<file path="config.mk">
export PLATFORM = sky130hd
export DESIGN_NAME = pipe_ctrl
export DESIGN_NICKNAME = d
export VERILOG_FILES = /design/src/rtl/pipe_ctrl_pkg.sv /design/src/rtl/pipe_hazard_detect.sv /design/src/rtl/pipe_ctrl.sv
export SDC_FILE = /design/constraint.sdc
export NUM_CORES = 1
export LEC_CHECK = 0
export CAP_MARGIN = 20
export CORE_MARGIN = 3
export CORE_UTILIZATION = 38
export DETAILED_ROUTE_END_ITERATION = 10
export GPL_TIMING_DRIVEN = 0
export PLACE_DENSITY = 0.77
export SYNTH_ARGS = -nofsm -noshare
export SYNTH_HDL_FRONTEND = slang
export SYNTH_SLANG_ARGS = --single-unit
</file>
<file path="constraint.sdc">
create_clock -name clk -period 1.7 [get_ports clk]
set_input_delay 0.425 -clock clk [delete_from_list [all_inputs] [get_ports clk]]
set_output_delay 0.425 -clock clk [all_outputs]
set_load 0.05 [all_outputs]
</file>
<file path="src/rtl/pipe_ctrl_pkg.sv">
// Shared types and constants for the pipeline sequencer.
package pipe_ctrl_pkg;

    localparam int          REG_W     = 3;
    localparam logic [15:0] NOP_INSTR = 16'h1000;

    typedef enum logic [2:0] {
        PC_RUN      = 3'd0,
        PC_MEM_WAIT = 3'd1,
        PC_DRAIN    = 3'd2,
        PC_HALTED   = 3'd3
    } pc_state_e;

    typedef struct packed {
        logic pc_en;
        logic fd_en;
        logic fd_flush;
        logic dx_bubble;
        logic pipe_freeze;
    } pipe_ctl_t;

endpackage

</file>
<file path="src/rtl/pipe_hazard_detect.sv">
// Load-use compare between the decode sources and the EX-stage load destination.
module pipe_hazard_detect
    import pipe_ctrl_pkg::*;
(
    input  logic             ex_mem_read,
    input  logic [REG_W-1:0] ex_write_reg,
    input  logic [REG_W-1:0] dec_rq,
    input  logic [REG_W-1:0] dec_rs,
    input  logic             dec_use_rq,
    input  logic             dec_use_rs,
    output logic             hazard
);

    assign hazard = ex_mem_read & ((dec_use_rq & (dec_rq == ex_write_reg)) |
                                   (dec_use_rs & (dec_rs == ex_write_reg)));

endmodule

</file>
<file path="src/rtl/pipe_ctrl.sv">
// Pipeline sequencer: load-use stall, redirect squash, memory freeze, halt drain.
// Optional performance counters are enabled by defining PIPE_CTRL_PERF_EN.
module pipe_ctrl
    import pipe_ctrl_pkg::*;
#(
    parameter int DRAIN_MAX = 4,
    parameter int CNT_W     = 16
) (
    input  logic             clk,
    input  logic             rst,
    input  logic [REG_W-1:0] dec_rq,
    input  logic [REG_W-1:0] dec_rs,
    input  logic             dec_use_rq,
    input  logic             dec_use_rs,
    input  logic             dec_halt,
    input  logic             ex_mem_read,
    input  logic [REG_W-1:0] ex_write_reg,
    input  logic             ex_redirect,
    input  logic             mem_busy,
    input  logic             wb_halt,
    output logic             pc_en,
    output logic             fd_en,
    output logic             fd_flush,
    output logic             dx_bubble,
    output logic             pipe_freeze,
    output logic             halted,
    output logic             halt_timeout,
`ifdef PIPE_CTRL_PERF_EN
    output logic [CNT_W-1:0] stall_cnt,
    output logic [CNT_W-1:0] flush_cnt,
    output logic [CNT_W-1:0] freeze_cnt,
`endif
    output logic [2:0]       state
);

    localparam int DW = $clog2(DRAIN_MAX + 1);

    pc_state_e st, nxt;
    logic [DW-1:0] drain_cnt;
    logic hazard, timeout_hit;
    pipe_ctl_t ctl;

    pipe_hazard_detect u_haz (
        .ex_mem_read (ex_mem_read),
        .ex_write_reg(ex_write_reg),
        .dec_rq      (dec_rq),
        .dec_rs      (dec_rs),
        .dec_use_rq  (dec_use_rq),
        .dec_use_rs  (dec_use_rs),
        .hazard      (hazard)
    );

    // MEM_WAIT with memory released behaves exactly like RUN, so release costs no cycle.
    always_comb begin
        ctl         = '0;
        nxt         = st;
        timeout_hit = 1'b0;
        unique case (st)
            PC_RUN, PC_MEM_WAIT: begin
                if (mem_busy) begin
                    ctl.pipe_freeze = 1'b1;
                    nxt = PC_MEM_WAIT;
                end else if (ex_redirect) begin
                    ctl = '{pc_en: 1'b1, fd_en: 1'b1, fd_flush: 1'b1, dx_bubble: 1'b1, pipe_freeze: 1'b0};
                    nxt = PC_RUN;
                end else if (hazard) begin
                    ctl.dx_bubble = 1'b1;
                    nxt = PC_RUN;
                end else if (dec_halt) begin
                    ctl.fd_en    = 1'b1;
                    ctl.fd_flush = 1'b1;
                    nxt = PC_DRAIN;
                end else begin
                    ctl.pc_en = 1'b1;
                    ctl.fd_en = 1'b1;
                    nxt = PC_RUN;
                end
            end
            PC_DRAIN: begin
                if (mem_busy) begin
                    ctl.pipe_freeze = 1'b1;
                end else begin
                    ctl.fd_en     = 1'b1;
                    ctl.fd_flush  = 1'b1;
                    ctl.dx_bubble = 1'b1;
                end
                if (wb_halt) begin
                    nxt = PC_HALTED;
                end else if (!mem_busy && drain_cnt == DW'(DRAIN_MAX - 1)) begin
                    nxt = PC_HALTED;
                    timeout_hit = 1'b1;
                end
            end
            PC_HALTED: begin
                ctl.fd_flush  = 1'b1;
                ctl.dx_bubble = 1'b1;
            end
            default: nxt = PC_RUN;
        endcase
        if (rst) ctl = '{pc_en: 1'b0, fd_en: 1'b1, fd_flush: 1'b1, dx_bubble: 1'b1, pipe_freeze: 1'b0};
    end

    always_ff @(posedge clk or posedge rst) begin
        if (rst) begin
            st           <= PC_RUN;
            drain_cnt    <= '0;
            halted       <= 1'b0;
            halt_timeout <= 1'b0;
        end else begin
            st     <= nxt;
            halted <= (nxt == PC_HALTED);
            if (timeout_hit) halt_timeout <= 1'b1;
            if (st != PC_DRAIN) drain_cnt <= '0;
            else if (!mem_busy) drain_cnt <= drain_cnt + 1'b1;
        end
    end

    assign pc_en       = ctl.pc_en;
    assign fd_en       = ctl.fd_en;
    assign fd_flush    = ctl.fd_flush;
    assign dx_bubble   = ctl.dx_bubble;
    assign pipe_freeze = ctl.pipe_freeze;
    assign state       = st;

`ifdef PIPE_CTRL_PERF_EN
    // The control word alone identifies each event: a stall is the only bubble without a flush.
    logic stall_evt, flush_evt;
    assign stall_evt = ~ctl.pc_en & ~ctl.fd_en & ctl.dx_bubble & ~ctl.fd_flush;
    assign flush_evt = ctl.pc_en & ctl.fd_flush;

    always_ff @(posedge clk or posedge rst) begin
        if (rst) begin
            stall_cnt  <= '0;
            flush_cnt  <= '0;
            freeze_cnt <= '0;
        end else if (st != PC_HALTED) begin
            if (stall_evt && stall_cnt != '1) stall_cnt <= stall_cnt + 1'b1;
            if (flush_evt && flush_cnt != '1) flush_cnt <= flush_cnt + 1'b1;
            if (ctl.pipe_freeze && freeze_cnt != '1) freeze_cnt <= freeze_cnt + 1'b1;
        end
    end
`endif

endmodule
</file>
==> impl_metrics.env <==
export IMPL_cp_start_kind="flop"
export IMPL_fin_ws_ns=-0.325
export IMPL_synthesis_area_sq_um=543
export IMPL_end_kind="output pin"
export IMPL_area_growth_pct=88.0
export IMPL_io_pins=28
export IMPL_synthDistinctLibCells=28
export IMPL_die_h_microns=43.8
export IMPL_overflow=0
export IMPL_place_gp_congestion=0.720
export IMPL_max_stage_delay_ns=0.43
export IMPL_grt_pass1_vias=562
export IMPL_antenna_cells=0
export IMPL_worstPathCellList="or3b_4, nor2_4, nor2_1, a31oi_4, buf_6"
export IMPL_yosysWarningCount=0
export IMPL_fin_nets=121
export IMPL_violations="negative setup slack"
export IMPL_htreeDepth=1
export IMPL_die_area_sq_um=1920
export IMPL_setup_viol=6
export IMPL_fp_dieW_microns=43.8
export IMPL_syn_num_nets=81
export IMPL_first_pass_iters=4
export IMPL_synth_seq_cells=8
export IMPL_fin_crit_sh_pct=119
export IMPL_skew_ns=0.00278
export IMPL_port_buffer_count=26
export IMPL_ant_nets=0
export IMPL_avgSynthCellArea_sq_um=8.90
export IMPL_antenna_found_initial=0
export IMPL_wl_microns=1430
export IMPL_crit_arrival_ns=1.60
export IMPL_initial_core_util_pct=41.2
export IMPL_path_max_fanout=4
export IMPL_fmax_mhz=494
export IMPL_ys_seq_area_share_pct=36.9
export IMPL_layout_drive_gt1_share_pct=39.0
export IMPL_nFillCells=104
export IMPL_clk_path_buf_depth=2
export IMPL_grt_max_degree=10
export IMPL_rsz0062_at_grt="yes"
export IMPL_tns_ns=-1.35
export IMPL_finalMaxSlewViolations=0
export IMPL_rows=13
export IMPL_clock_tree_root_cell="clkbuf_4"
export IMPL_via_count=579
export IMPL_routedWlPerCell_microns=12.5
export IMPL_min_period_ns=2.02
export IMPL_grtUsageTotal_pct=16.4
export IMPL_postLayoutCoreUtil_pct=77.5
export IMPL_drtIter0Drc=5
export IMPL_finalHoldViolCount=0
export IMPL_p_leak_nw=0.454
export IMPL_via_per_inst=5.03
export IMPL_p_per_area_nw_per_um2=593
export IMPL_coreArea_sq_um=1320
export IMPL_drc=0
export IMPL_numCtsBuffers=3
export IMPL_cap_violations=0
export IMPL_cts_sinks=8
export IMPL_dp_hpwl_microns=1080
export IMPL_cts_tree="built"
export IMPL_clkTransAtPathRegs_ns=0.06
export IMPL_crit_path_top_delay_cell="or3b_4"
export IMPL_hold_class="in2async"
export IMPL_status="finished with violations"
export IMPL_clkLatencyLatePin_ns=0.25
export IMPL_required_ns=1.27
export IMPL_vdd_drop_max_uv=433
export IMPL_grt_first_pass_wirelength_microns=2310
export IMPL_crit_type="reg2out"
export IMPL_syn_inst=61
-- final cells by class --
class / instances / area, sq um / area share (%)
repair buffers: 35 / 319 / 31.2
flip-flops and latches: 8 / 204 / 20.0
well taps: 15 / 18.8 / 1.84
plain buffers: 1 / 5.00 / 0.490
inverters: 4 / 17.5 / 1.72
clock buffers: 4 / 26.3 / 2.57
multi-input cells: 48 / 430 / 42.2
-- cells in the mapped netlist --
cell type	count	share of area, %
nor3_2	1	1.8
conb_1	1	0.69
nand4_1	2	2.3
or3b_4	1	2.1
o21bai_1	1	1.4
a221oi_1	1	1.6
ha_1	2	4.6
a31oi_1	3	3.5
dfrtp_1	8	37
mux2i_1	1	1.8
o21ai_0	1	0.92
or2_2	1	1.2
a211oi_1	1	1.4
nor3_1	1	0.92
a31o_2	1	1.6
o31ai_1	1	1.4
xor2_1	1	1.6
a21boi_0	2	2.8
nand3_1	1	0.92
nand2_1	4	2.8
xnor2_1	6	9.7
nor2b_1	2	2.3
inv_1	4	2.8
nor2_4	1	2.1
nand2b_1	3	3.5
buf_2	1	0.92
a21oi_1	2	1.8
nor2_1	7	4.8
-- worst paths after layout --
| kind | start | to | slack [ns] | depth (start not counted) |
|---|---|---|---|---|
| max | state[0] | fd_en | -0.32 | 5 |
| min | rst | drain_cnt[1] | 0.31 | 2 |
| max reg2reg | drain_cnt[0] | state[0] | 0.41 | 5 |
| min reg2reg | halt_timeout | halt_timeout | 0.47 | 2 |
| max in group asynchronous | rst | state[2] | 1.24 | 2 |
| min in group clk | halt_timeout | halt_timeout | 0.47 | 2 |
-- power breakdown --
part | leakage, nW | switching, mW | internal, mW
Combinational | 0.340 | 0.132 | 0.108
Clock | 0.0150 | 0.0679 | 0.0900
Sequential | 0.0985 | 0.00875 | 0.199
Total | 0.454 | 0.209 | 0.396
-- worst max-delay path: cells and delay by family, from the launching register on --
kind | cells | cell delay [ns]
AO/OA/AOI/OAI | 1 | 0.15
AND/OR/NAND/NOR | 3 | 0.61
flip-flops | 1 | 0.42
buffers and inverters | 1 | 0.17
-- what timing repair did --
action	in CTS	in global routing
pin swaps	13	2
buffers inserted	7	2
hold buffers	0	0
endpoints found under the setup margin	10	7
gates resized for setup	72	2
-- logic make-up (layout without fill, tap and decap cells) --
family,count (synthesis),in the layout,share of synthesized area [%]
AO/OA/AOI/OAI,13,13,16.4
multiplexers,1,1,1.84
flip-flops,8,8,36.9
other,1,1,0.691
AND/OR/NAND/NOR,24,24,24.7
adder cells (fa/ha/maj),2,2,4.61
buffers and inverters,5,44,3.68
XOR/XNOR,7,7,11.3
-- flip-flops by register name, indices dropped and copies added (netlist names) --
| name | flops |
|---|---|
| halt_timeout | 1 |
| drain_cnt | 3 |
| halted | 1 |
| state | 3 |
-- metrics by stage --
stage               setup slack [ns]  hold WS (ns)  instance area [sq um]  std cells  total power, mW
floorplan                     -0.255         0.248                    603         61            0.336
global placement               -1.19         0.448                    882        102            0.418
detailed placement             -1.21         0.457                    882        102            0.421
CTS                           -0.325         0.313                   1000        113            0.603
global route                  -0.395         0.319                   1020        115            0.640
finish                        -0.325         0.312                   1020        115            0.605
-- metal layers --
metal	global-route usage (%)	vias up	part of all wire, %
li1	-	289	-
met1	18.3	264	37
met2	28.2	24	56
met3	4.98	2	5.6
met4	7.23	0	1.5
met5	0	-	0
-- cell usage in the layout, fill, tap and decap left out, drive strengths merged --
cell / synthesis / routed
o21bai: 1 / 1
a31oi: 3 / 3
conb: 1 / 1
ha: 2 / 2
nand2b: 3 / 3
or2: 1 / 1
nand4: 2 / 2
nor2: 8 / 8
dfrtp: 8 / 8
clkbuf: 0 / 5
inv: 4 / 4
mux2i: 1 / 1
xnor2: 6 / 6
clkdlybuf4s50: 0 / 3
xor2: 1 / 1
dlygate4sd2: 0 / 14
nor3: 2 / 2
a21boi: 2 / 2
buf: 1 / 15
nor2b: 2 / 2
nand3: 1 / 1
clkdlybuf4s15: 0 / 3
nand2: 4 / 4
o31ai: 1 / 1
a31o: 1 / 1
or3b: 1 / 1
a221oi: 1 / 1
o21ai: 1 / 1
a211oi: 1 / 1
a21oi: 2 / 2
Power figures use the tool's default switching activity.
